## src/rtl/ids_pattern_match_pkg.sv

```systemverilog
// ids_pattern_match_pkg: shared ctrl codes, packet state encoding and last-word byte-valid helper
package ids_pattern_match_pkg;
    localparam logic [7:0] IO_QUEUE_STAGE_NUM = 8'hFF;
    localparam logic [7:0] CTRL_PAYLOAD = 8'h00;
    localparam int PAT_W = 56;
    localparam int MASK_W = 7;
    localparam int SRCH_W = 112;
    typedef enum logic {S_HDR, S_PAY} state_t;
    function automatic logic [3:0] valid_bytes(input logic [7:0] ctrl);
        logic [3:0] n;
        n = 4'd8;
        for (int p = 7; p >= 0; p--)
            if (ctrl[p]) n = 4'(8 - p);
        return n;
    endfunction
endpackage

```

## src/rtl/ids_skid_fifo.sv

```systemverilog
// ids_skid_fifo: 2-entry fall-through skid buffer with registered ready
module ids_skid_fifo #(
    parameter int W = 72
) (
    input  logic         clk,
    input  logic         rst_n,
    input  logic         push,
    input  logic [W-1:0] push_data,
    output logic         in_rdy,
    input  logic         out_rdy,
    output logic         out_wr,
    output logic [W-1:0] out_data
);
    logic [W-1:0] mem_q [2];
    logic [W-1:0] mem_d [2];
    logic         rd_q, rd_d, wr_q, wr_d, rdy_q, rdy_d, pop;
    logic [1:0]   cnt_q, cnt_d;
    always_comb begin
        pop = (cnt_q != 2'd0) && out_rdy;
        mem_d = mem_q;
        if (push) mem_d[wr_q] = push_data;
        wr_d = wr_q ^ push;
        rd_d = rd_q ^ pop;
        cnt_d = cnt_q + {1'b0, push} - {1'b0, pop};
        rdy_d = cnt_d != 2'd2;
    end
    always_ff @(posedge clk or negedge rst_n) begin
        if (!rst_n) begin
            mem_q <= '{default: '0};
            rd_q  <= 1'b0;
            wr_q  <= 1'b0;
            cnt_q <= 2'd0;
            rdy_q <= 1'b0;
        end else begin
            mem_q <= mem_d;
            rd_q  <= rd_d;
            wr_q  <= wr_d;
            cnt_q <= cnt_d;
            rdy_q <= rdy_d;
        end
    end
    assign in_rdy   = rdy_q;
    assign out_wr   = pop;
    assign out_data = mem_q[rd_q];
endmodule

```

## src/rtl/ids_pattern_match.sv

```systemverilog
// ids_pattern_match: 1-cycle pass-through stage counting packets whose payload holds a masked 7-byte pattern
module ids_pattern_match
    import ids_pattern_match_pkg::*;
#(
    parameter int DATA_WIDTH = 64,
    parameter int CTRL_WIDTH = DATA_WIDTH / 8,
    parameter int CNT_WIDTH  = 32
) (
    input  logic                  clk,
    input  logic                  reset,
    input  logic [DATA_WIDTH-1:0] in_data,
    input  logic [CTRL_WIDTH-1:0] in_ctrl,
    input  logic                  in_wr,
    output logic                  in_rdy,
    output logic [DATA_WIDTH-1:0] out_data,
    output logic [CTRL_WIDTH-1:0] out_ctrl,
    output logic                  out_wr,
    input  logic                  out_rdy,
    input  logic [PAT_W-1:0]      pattern,
    input  logic [MASK_W-1:0]     pattern_mask,
    input  logic                  match_en,
    output logic [CNT_WIDTH-1:0]  match_cnt,
    output logic [CNT_WIDTH-1:0]  pkt_cnt
);
    state_t                state_q, state_d;
    logic [PAT_W-1:0]      pat_q, pat_d, pat_e, win_q, win_d;
    logic [MASK_W-1:0]     mask_q, mask_d, mask_e;
    logic                  en_q, en_d, hit_seen_q, hit_seen_d;
    logic [CNT_WIDTH-1:0]  match_cnt_q, match_cnt_d, pkt_cnt_q, pkt_cnt_d;
    logic                  acc, first, pay, last, hit, ok;
    logic [SRCH_W-1:0]     win;
    logic [3:0]            nvalid;
    logic [DATA_WIDTH+CTRL_WIDTH-1:0] fifo_out;
    always_comb begin
        acc = in_wr && in_rdy;
        first = state_q == S_HDR;
        pay = acc && (!first || in_ctrl == CTRL_PAYLOAD);
        last = acc && !first && in_ctrl != CTRL_PAYLOAD;
        pat_e = first ? pattern : pat_q;
        mask_e = first ? pattern_mask : mask_q;
        // Current byte 7 is only reachable by the next word's offsets, so it is left out here.
        win = {win_q & {PAT_W{!first}}, in_data[DATA_WIDTH-1:8]};
        nvalid = last ? valid_bytes(in_ctrl[7:0]) : 4'd8;
        hit = 1'b0;
        for (int k = 0; k < 8; k++) begin
            ok = 1'b1;
            for (int i = 0; i < 7; i++) begin
                if ((k + i < 7) ? first : (k + i - 7 >= int'(nvalid))) ok = 1'b0;
                if (mask_e[6 - i] && win[SRCH_W - 1 - 8 * (k + i) -: 8] != pat_e[PAT_W - 1 - 8 * i -: 8]) ok = 1'b0;
            end
            hit = hit | ok;
        end
        state_d = state_q;
        pat_d = pat_q;
        mask_d = mask_q;
        en_d = en_q;
        hit_seen_d = hit_seen_q;
        win_d = win_q;
        pkt_cnt_d = pkt_cnt_q;
        match_cnt_d = match_cnt_q;
        if (pay) begin
            win_d = in_data[PAT_W-1:0];
            hit_seen_d = (hit_seen_q && !first) || hit;
            if (first) begin
                state_d = S_PAY;
                pat_d = pattern;
                mask_d = pattern_mask;
                en_d = match_en;
            end
        end
        if (last) begin
            state_d = S_HDR;
            hit_seen_d = 1'b0;
            win_d = '0;
            pkt_cnt_d = &pkt_cnt_q ? pkt_cnt_q : pkt_cnt_q + 1'b1;
            if (en_q && (hit_seen_q || hit))
                match_cnt_d = &match_cnt_q ? match_cnt_q : match_cnt_q + 1'b1;
        end
    end
    always_ff @(posedge clk or negedge reset) begin
        if (!reset) begin
            state_q     <= S_HDR;
            pat_q       <= '0;
            mask_q      <= '0;
            en_q        <= 1'b0;
            hit_seen_q  <= 1'b0;
            win_q       <= '0;
            pkt_cnt_q   <= '0;
            match_cnt_q <= '0;
        end else begin
            state_q     <= state_d;
            pat_q       <= pat_d;
            mask_q      <= mask_d;
            en_q        <= en_d;
            hit_seen_q  <= hit_seen_d;
            win_q       <= win_d;
            pkt_cnt_q   <= pkt_cnt_d;
            match_cnt_q <= match_cnt_d;
        end
    end
    ids_skid_fifo #(.W(DATA_WIDTH + CTRL_WIDTH)) u_fifo (
        .clk      (clk),
        .rst_n    (reset),
        .push     (acc),
        .push_data({in_ctrl, in_data}),
        .in_rdy   (in_rdy),
        .out_rdy  (out_rdy),
        .out_wr   (out_wr),
        .out_data (fifo_out)
    );
    assign out_ctrl  = fifo_out[DATA_WIDTH+CTRL_WIDTH-1:DATA_WIDTH];
    assign out_data  = fifo_out[DATA_WIDTH-1:0];
    assign pkt_cnt   = pkt_cnt_q;
    assign match_cnt = match_cnt_q;
endmodule
```

## config.mk

```make
export PLATFORM = sky130hd
export DESIGN_NAME = ids_pattern_match
export DESIGN_NICKNAME = d
export VERILOG_FILES = /design/src/rtl/ids_pattern_match_pkg.sv /design/src/rtl/ids_skid_fifo.sv /design/src/rtl/ids_pattern_match.sv
export SDC_FILE = /design/constraint.sdc
export NUM_CORES = 1
export LEC_CHECK = 0
export CAP_MARGIN = 20
export CORE_MARGIN = 8
export CORE_UTILIZATION = 60
export DETAILED_ROUTE_END_ITERATION = 10
export MAX_ROUTING_LAYER = met4
export PLACE_DENSITY_LB_ADDON = 0.1
export SLEW_MARGIN = 20
export SYNTH_ARGS = -nofsm -noshare
export SYNTH_HDL_FRONTEND = slang
export SYNTH_SLANG_ARGS = --single-unit
```

## constraint.sdc

```tcl
create_clock -name clk -period 6.75 [get_ports clk]
set_input_delay 1.35 -clock clk [delete_from_list [all_inputs] [get_ports clk]]
set_output_delay 1.35 -clock clk [all_outputs]
set_load 0.01 [all_outputs]
```

Word-level counts from Yosys, hierarchy flattened
Index checks and enable logic that the tools add are counted.
W data, S select, Z words.
{"block": "classes", "add_sub_neg": 4, "order_cmp": 10, "n_eq_ne": 57, "n_mux": 114, "bitwise": 15, "reduce_logical": 76}
{"op": "$ne A8 B8 Y1", "n": 56}
{"op": "$mux W72", "n": 4}
{"op": "$mux W56", "n": 3}
{"op": "$bwmux W144", "n": 1}
{"op": "$mux W1", "n": 95}
{"op": "$demux W72 S1", "n": 1}
{"op": "$add A32 B1 Y32 const B", "n": 2}
{"op": "$logic_and A1 B1 Y1", "n": 64}
{"op": "$reduce_and A32 Y1", "n": 2}
{"op": "$and A56 B56 Y56", "n": 1}
{"op": "$mux W4", "n": 9}
{"op": "$ge A3 B4 Y1 const A", "n": 3}
{"op": "$ge A1 B4 Y1 const A", "n": 2}
{"op": "$ge A2 B4 Y1 const A", "n": 2}
{"op": "$logic_not A8 Y1", "n": 1}
{"op": "$reduce_bool A8 Y1", "n": 1}
{"op": "$mux W7", "n": 1}
{"op": "$or A1 B1 Y1", "n": 7}
{"op": "$ge A2 B2 Y1 const B", "n": 2}
{"op": "$not A1 Y2", "n": 2}
{"op": "$reduce_and A2 Y1", "n": 2}
{"op": "$reduce_bool A2 Y1", "n": 2}
{"op": "$logic_or A1 B1 Y1", "n": 3}
{"op": "$not A1 Y1", "n": 3}
{"op": "6 further kinds", "n": 7}
{"block": "word_totals", "ff_bits": 335, "out_inout_bits": 138, "elab_cells": 290}

Logic depth before layout (Yosys ltp)
Gate-level depths: netlist of run 1.
{"block": "depth", "word_depth": 28, "ltp_mapped": 19}

By module
Synthesis of run 1 repeated with hierarchy kept, for this count alone.
{"block": "unflattened", "hier_cells": 2064, "area_unflattened_um2": 21511.9}
{"mod": "ids_pattern_match", "n_inst": 1, "cells_per_inst": 1660, "area_per_inst_um2": 14924.3}
{"mod": "ids_skid_fifo", "n_inst": 1, "cells_per_inst": 404, "area_per_inst_um2": 6587.6}

Least setup slack after synthesis of run 1
Ideal clock, no wire load.
{"block": "synth_path", "path_type": "input port to flip-flop", "from": "input pattern[6]", "to": "register match_cnt_q[1], in the netlist match_cnt[1]", "setup_ps": 125, "arrival_time_ps": 3812, "required_time_ps": 6625, "path_slack_ps": 2813, "path_stages": 11, "n_path_buf": 1, "path_cell_list": "mux2i_4 > xnor2_1 > nor4_1 > a21oi_1 > and4bb_1 > or4b_1 > o311ai_1 > nor4_1 > a311oi_2 > buf_6 > mux2_2"}
{"block": "synth_between", "elab_chain_len": 14}
{"item": "from (decl)", "line": "ids_pattern_match.sv:19", "rtl": "input logic [PAT_W-1:0] pattern,"}
{"item": "$mux W56 (*)"}
{"item": "$ne A8 B8 Y1", "line": "ids_pattern_match.sv:49", "rtl": "if (mask_e[6 - i] && win[SRCH_W - 1 - 8 * (k + i) -: 8] != pat_e[PAT_W - 1 - 8 * i -: 8]) ok = 1'b0;"}
{"item": "$logic_and A1 B1 Y1", "line": "ids_pattern_match.sv:49"}
{"item": "$mux W1", "line": "ids_pattern_match.sv:49"}
{"item": "$or A1 B1 Y1 (6 in series)", "line": "ids_pattern_match.sv:51", "rtl": "hit = hit | ok;"}
{"item": "$or A1 B1 Y1 (*)", "line": "ids_pattern_match.sv:51"}
{"item": "$logic_or A1 B1 Y1 (*)", "line": "ids_pattern_match.sv:76", "rtl": "if (en_q && (hit_seen_q || hit))"}
{"item": "$logic_and A1 B1 Y1 (*)", "line": "ids_pattern_match.sv:76"}
{"item": "$reduce_and A3 Y1 (no source line) (*)"}
{"item": "to (signal assigned)", "line": "ids_pattern_match.sv:98", "rtl": "match_cnt_q <= match_cnt_d;"}
{"item": "to (decl)", "line": "ids_pattern_match.sv:29", "rtl": "logic [CNT_WIDTH-1:0] match_cnt_q, match_cnt_d, pkt_cnt_q, pkt_cnt_d;"}
Every way passes the cells marked *; elsewhere a longest branch is shown, timed or not.
A chain may end at the register's enable or synchronous reset.

Worst setup path in the final report of run 1
{"block": "layout_path", "from": "register state_q", "to": "register match_cnt_q[13], in the netlist match_cnt[13]"}
{"block": "layout_between", "elab_chain_len": 22}
{"item": "from (decl)", "line": "ids_pattern_match.sv:25", "rtl": "state_t state_q, state_d;"}
{"item": "from (signal assigned)", "line": "ids_pattern_match.sv:91", "rtl": "state_q <= state_d;"}
{"item": "$logic_and A1 B1 Y1 (tied with other cells)", "line": "ids_pattern_match.sv:38", "rtl": "last = acc && !first && in_ctrl != CTRL_PAYLOAD;"}
{"item": "$logic_and A1 B1 Y1 or $ne A8 B8 Y1 (tied branches)", "line": "ids_pattern_match.sv:38, ids_pattern_match.sv:49"}
{"item": "$mux W4 or $logic_and A1 B1 Y1 (tied branches)", "line": "ids_pattern_match.sv:43, ids_pattern_match.sv:49"}
{"item": "$ge A1 B4 Y1 or $mux W1 (tied branches)", "line": "ids_pattern_match.sv:48, ids_pattern_match.sv:49"}
{"item": "$mux W1, on equally long branches", "line": "ids_pattern_match.sv:48, ids_pattern_match.sv:49"}
{"item": "$mux W1, on equally long branches", "line": "ids_pattern_match.sv:49, ids_pattern_match.sv:48"}
{"item": "$mux W1, on equally long branches", "line": "ids_pattern_match.sv:48, ids_pattern_match.sv:49"}
{"item": "$mux W1, on equally long branches", "line": "ids_pattern_match.sv:49, ids_pattern_match.sv:48"}
{"item": "[... 6 more ...]"}
{"item": "$mux W1 (tied with other cells)", "line": "ids_pattern_match.sv:48", "rtl": "if ((k + i < 7) ? first : (k + i - 7 >= int'(nvalid))) ok = 1'b0;"}
{"item": "$mux W1 or $or A1 B1 Y1 (tied branches)", "line": "ids_pattern_match.sv:49, ids_pattern_match.sv:51"}
{"item": "$mux W1 or $or A1 B1 Y1 (tied branches)", "line": "ids_pattern_match.sv:48, ids_pattern_match.sv:51"}
{"item": "$mux W1 or $or A1 B1 Y1 (tied branches)", "line": "ids_pattern_match.sv:49, ids_pattern_match.sv:51"}
{"item": "$or A1 B1 Y1", "line": "ids_pattern_match.sv:51"}
{"item": "$logic_or A1 B1 Y1", "line": "ids_pattern_match.sv:76"}
{"item": "$logic_and A1 B1 Y1", "line": "ids_pattern_match.sv:76"}
{"item": "$reduce_and A3 Y1 (no source line) (*)"}
Marked as above.

==> flow_summary.toml, run 1 <==
[cells_and_area]
fillers = 2480
fin_nets = 2501
final_layout_size_suffix_gt1_frac = 0.1581
area_growth_pct = 19.48
stdcell_area_um2 = 25490

[global_route]
grt_max_degree = 133
antenna_found_initial = 2
grt_pass1_vias = 19500
grt_pass1_wl_um = 125900
grt-ovfl-total = 0
gr-usage-all-layers = 0.4104

[synth]
synth_top_cell_by_area = "dfrtp_1"
ys_warn_count = 0
ys_top_cells_by_area = "dfrtp_1 (39%), mux2_2 (13%), xnor2_1 (11%)"
ys_types = 70
netlist.area_leader.share = 0.3929
synth_cells = 2175
syn_area_um2 = 21340
ys_seq_area_frac = 0.3929
synthArstFlopShare = 1.000
synth.avg_cell_area_um2 = 9.809
post-synth-top-count-cell = "dfrtp_1"
synth_nets = 2321
synth_edf_count = 0
ys_top_cells_by_count = "dfrtp_1 (335), xnor2_1 (276), mux2_2 (239)"
ys_ff_latch = 335
synthFlopType = "dfrtp_1"

[critical_path]
reg2reg_depth = 13
crit_type = "reg -> reg"
path_max_fanout = 44
cp.required_ns = 7.22
end_kind = "flip-flop"
arrival_ns = 5.96
cp-start-kind = "flip-flop"

[clock_network]
clockBufferDepth = 3
post_cts_resized = 0
cts_buffers = 36
post-cts-setup-buffers = 0
cts_root_buf = "clkbuf_16"
cts_max_level = 2
hold_buffers = 0
cts.sinks = 335
cts_tree = "done"
cts.reportedPaths.clkPinSlew_ns = 0.07
clkLatencyLatePin_ns = 0.57

[power_and_ir_drop]
seqPwrFrac = 0.384
p_int_mw = 5.436
switching_share = 0.3362
ir_worst_vdd_v = 0.0003181
p_leak_nw = 10.08
power_switching_mw = 2.753
powerDensity_nw_per_um2 = 321.3
pwr-share-comb = 0.370
pwr-share-clk = 0.246

[timing]
worst_slew_pin_slew_ns = 1.142
fmax_mhz = 182.2
period_needed_ns = 5.489
fin_crit_sh = 0.8132
slew_viol_final = 0
setup_tns_ns = 0
hold_viol_final = 0
fin_worst_skew_ns = 0.02991
worst_slack_ns = 1.261
setup_violations = 0
timing.slew.headroom = 0.2189
grt_setup_unrepaired = "no"

[routing]
detail_route.wl_per_cell_um = 29.85
drtAntennaViolNets = 0
drc = 0
drt-pass1-iter-count = 6
via_per_inst = 6.748
drt_iter0_markers = 2029
finalWirelength_um = 84830
via_count = 19180

[floorplan]
initial_core_util = 0.6042
fp-row-count = 69
die_area_um2 = 41850
die_x_um = 204.6
core_area_um2 = 35310
fp.dieH_um = 204.6
io_pins = 278

[worst_hold_path]
min_path_type = "reg -> reg"
worstHoldPathCells = 1

[placement]
post-dp-hpwl_um = 58900
place_area_um2 = 24310
routabilityCongestion = 1.061
io_buffers = 277
post-place-ws_ns = 1.333

[outcome]
status = "finished, final reports clean"

[flow_run]
maxCapViolCount = 0
## layer usage
metal	vias to the layer above	GRT usage	share of wire	wire length (µm)
met5	-	-	0	0
met4	0	0.2453	0.073	6185
met3	418	0.1211	0.13	10800
met2	1351	0.5973	0.44	36920
met1	9393	0.5007	0.36	30930
li1	8015	-	-	-
## worst paths after layout
path	startpoint	end	slack, ns
max	state_q	match_cnt[13]	1.26
min	u_fifo.mem_q[11]	u_fifo.mem_q[11]	0.50
max reg2reg	state_q	match_cnt[13]	1.26
min reg2reg	u_fifo.mem_q[11]	u_fifo.mem_q[11]	0.50
max in group asynchronous	reset	match_cnt[21]	4.77
min in group asynchronous	reset	win_q[17]	0.76
## power groups by stage
| stage | Combinational [mW] | Sequential, mW | Clock [mW] |
|---|---|---|---|
| floorplan | 1.88 | 2.82 | 0 |
| global placement | 2.92 | 3.08 | 0 |
| detailed placement | 2.99 | 3.13 | 0 |
| CTS | 3.03 | 3.11 | 2.02 |
| global route | 3.20 | 3.20 | 2.10 |
| finish | 3.03 | 3.15 | 2.01 |
## cell type report
| cell class | instances | area (µm²) | share of cell area |
|---|---|---|---|
| multi-input combinational | 1602 | 12030 | 0.4718 |
| sequential | 335 | 8388 | 0.3291 |
| timing repair buffer | 316 | 3087 | 0.1211 |
| clock buffer | 51 | 1028 | 0.04035 |
| tap | 461 | 576.8 | 0.02263 |
| inverter | 64 | 240.2 | 0.009424 |
| clock inverter | 10 | 136.4 | 0.005350 |
| antenna | 3 | 7.507 | 0.0002945 |
## worst max-delay path, stage by stage (launching register included)
cell and delay [ns]:
dfrtp_4 0.98, buf_4 0.61, mux2i_2 0.74, nor2_1 0.09, a311oi_1 0.24, a31oi_1 0.12
a2111oi_0 0.92, a22oi_1 0.23, nor2_1 0.16, nor4_1 0.14, a311oi_4 0.32, buf_4 0.36
and4_1 0.27, xor2_1 0.16
## flip-flops by register name (all words and copies together), names as in the netlist
| register | count |
|---|---|
| mask_q | 7 |
| state_q | 1 |
| win_q | 56 |
| u_fifo.rd_q | 1 |
| pat_q | 56 |
| u_fifo.mem_q | 144 |
| pkt_cnt | 32 |
| match_cnt | 32 |
| hit_seen_q | 1 |
| en_q | 1 |
| u_fifo.in_rdy | 1 |
| u_fifo.cnt_q | 2 |
| u_fifo.wr_q | 1 |
## kinds of logic after synthesis
| family | after synthesis | share of synthesized area |
|---|---|---|
| buf+inv | 238 | 0.04574 |
| compound gates | 304 | 0.09647 |
| flops | 335 | 0.3929 |
| mux | 304 | 0.1645 |
| xor+xnor | 376 | 0.1544 |
| simple gates | 612 | 0.1425 |
| fa+ha+maj | 6 | 0.003519 |
## stage by stage
stage          utilization  hold WS (ns)  total power [mW]  cells
2_1_floorplan            -        0.4664             4.696   2175
3_3_place_gp        0.6886        0.4773             6.000   2778
4_1_cts             0.7216        0.5022             8.165   2839
6_report            0.7219        0.5025             8.189   2842
5_1_grt             0.7218        0.5158             8.497   2841
3_5_place_dp        0.6886        0.4819             6.124   2778
## placed cells by master, fill, tap and decap left out, types with 5 or more instances in the layout
cell,n
dfrtp_1,333
xnor2_1,276
clkdlybuf4s50_1,276
mux2_2,239
nand2_1,182
xor2_1,100
nand3_1,91
nor2_1,88
a21oi_1,77
inv_1,63
nor4_1,62
o22ai_1,43
nand2b_1,41
o21ai_0,41
mux2i_1,39
clkbuf_16,37
buf_4,37
nor3_1,36
nand4_1,36
and3_1,19
mux2i_2,18
o221ai_1,18
a31oi_1,17
a2111oi_0,16
nor2b_1,16
o2111ai_1,14
o41ai_1,9
clkbuf_1,9
and2_1,8
mux2i_4,8
and4_1,8
o31ai_1,7
a222oi_1,6
o32ai_1,6
or3_1,5
a221oi_1,5
o211ai_1,5
clkbuf_8,5
Power figures use the tool's default switching activity.
==> inputs of run 2 (changes only) <==
--- a/config.mk
+++ b/config.mk
@@ -7,7 +7,7 @@
 export LEC_CHECK = 0
 export CAP_MARGIN = 20
 export CORE_MARGIN = 8
-export CORE_UTILIZATION = 60
+export CORE_UTILIZATION = 57
 export DETAILED_ROUTE_END_ITERATION = 10
 export MAX_ROUTING_LAYER = met4
 export PLACE_DENSITY_LB_ADDON = 0.1
==> constraint.sdc (replaced) <==
create_clock -name clk -period 5.23 [get_ports clk]
set_input_delay 1.046 -clock clk [delete_from_list [all_inputs] [get_ports clk]]
set_output_delay 1.046 -clock clk [all_outputs]
set_load 0.01 [all_outputs]
==> flow_summary.toml, run 2 (synthesis results as in run 1) <==
[outcome]
status = "finished, final reports clean"

[routing]
drtAntennaViolNets = 0
drc = 0
via_per_inst = 6.770
detail_route.wl_per_cell_um = 30.89
drt-pass1-iter-count = 10
via_count = 19790
drt_iter0_markers = 2418
finalWirelength_um = 90280

[clock_network]
hold_buffers = 0
post-cts-setup-buffers = 0
post_cts_resized = 0
cts_root_buf = "clkbuf_16"
clockBufferDepth = 3
cts.sinks = 335
cts.reportedPaths.clkPinSlew_ns = 0.07
clkLatencyLatePin_ns = 0.58
cts_max_level = 2
cts_buffers = 38
cts_tree = "done"

[cells_and_area]
final_layout_size_suffix_gt1_frac = 0.1823
fin_nets = 2562
final_cell_mix = "dfrtp_1 (333), xnor2_1 (276), clkdlybuf4s50_1 (276)"
largest_reg_flops = 144
top_register = "u_fifo.mem_q"
area_growth_pct = 23.11
largestRegisters = "u_fifo.mem_q: 144 flops, pat_q: 56 flops, win_q: 56 flops"
final_common_cell = "dfrtp_1"
stdcell_area_um2 = 26270

[power_and_ir_drop]
ir_worst_vdd_v = 0.0004683
powerDensity_nw_per_um2 = 421.5
p_total_mw = 11.07
p_leak_nw = 10.50

[critical_path]
rr_startpoint = "state_q"
reg2reg_to = "match_cnt[7]"
end_kind = "flip-flop"
arrival_ns = 4.94
cp.required_ns = 5.73
ff2ff_setup_slack_ns = 0.79
cp-start-kind = "flip-flop"
reg2reg_depth = 14
path_max_fanout = 52
crit_type = "reg -> reg"

[timing]
slew_viol_final = 0
fmax_mhz = 225.1
hold_viol_final = 0
worst_slew_pin_slew_ns = 1.137
period_needed_ns = 4.442
holdWs_ns = 0.4505
setup_tns_ns = 0
fin_worst_skew_ns = 0.01587
fin_crit_sh = 0.8493
grt_setup_unrepaired = "no"
setup_violations = 0
timing.slew.headroom = 0.2423

[global_route]
grt_pass1_vias = 20110
grt-ovfl-total = 0
grt_max_degree = 111
antenna_found_initial = 2
gr-usage-all-layers = 0.4131
grt_pass1_wl_um = 133500

[floorplan]
die_x_um = 209.5
core_area_um2 = 37220
initial_core_util = 0.5732
fp.dieH_um = 209.5
die_area_um2 = 43880
io_pins = 278
fp-row-count = 71

[worst_hold_path]
min_path_type = "in -> async"

[placement]
routabilityCongestion = 1.024
io_buffers = 277
post-dp-hpwl_um = 63900
place_area_um2 = 24840

[flow_run]
maxCapViolCount = 0
==> run 2: changes by cell type in the layout (fill, tap and decap cells not counted), moves of 4 or more <==
cell / previous run / this run
buf_12: 1 / 7
buf_4: 37 / 90
bufinv_16: 2 / 6
clkbuf_8: 5 / 9
==> run 2: worst max-delay path by stage <==
stage	start	end	slack, ns	cells after the start
after floorplan	pattern[6]	match_cnt[1]	1.60	11
after global placement	in_data[47]	match_cnt[1]	0.50	11
after detailed placement	in_ctrl[1]	match_cnt[7]	0.47	13
after CTS	state_q	match_cnt[7]	0.80	15
after global routing	state_q	match_cnt[16]	0.63	15
final	state_q	match_cnt[7]	0.79	14
==> run 2: cell type report <==
class                      count  area [µm²]
fill                        2583       10960
inverter                      64       240.2
multi-input combinational   1602       12040
clock buffer                  56        1109
sequential                   335        8391
antenna                        3       7.507
timing repair buffer         375        3621
clock inverter                14       267.8
tap                          474       593.1
==> run 2: worst max-delay path, cell delays in order (launching register included) <==
cell and delay, ns:
dfrtp_4 0.56, buf_12 0.28, buf_12 0.31, mux2i_2 0.67, xor2_1 0.19, nand4_1 0.11, nor2_1 0.20, o32ai_1 0.12
or4b_1 0.49, o311ai_1 0.15, nor4_2 0.19, a311oi_4 0.33, buf_12 0.22, and4_1 0.26, xor2_1 0.17
==> run 2: layer usage <==
layer,routed length [µm],vias to the layer above,part of all wire,global-route usage
met5,0,-,0,-
met4,5699,0,0.063,0.2236
met3,9817,366,0.11,0.1081
met2,41060,1418,0.45,0.6297
met1,33710,9855,0.37,0.4993
li1,-,8150,-,-
==> run 2: per-stage QoR <==
stage,util,cells,worst slack [ns]
floorplan,-,2175,1.597
global placement,0.6675,2849,0.4974
detailed placement,0.6675,2849,0.4714
CTS,0.7044,2919,0.8016
global route,0.7056,2922,0.6276
finish,0.7056,2923,0.7882
==> run 2: where the power goes <==
group / internal, mW / switching, mW / leakage, nW / total [mW]
clock: 1.79 / 1.18 / 0.674 / 2.97
combinational: 2.26 / 1.70 / 5.62 / 3.97
sequential: 3.32 / 0.816 / 4.20 / 4.13
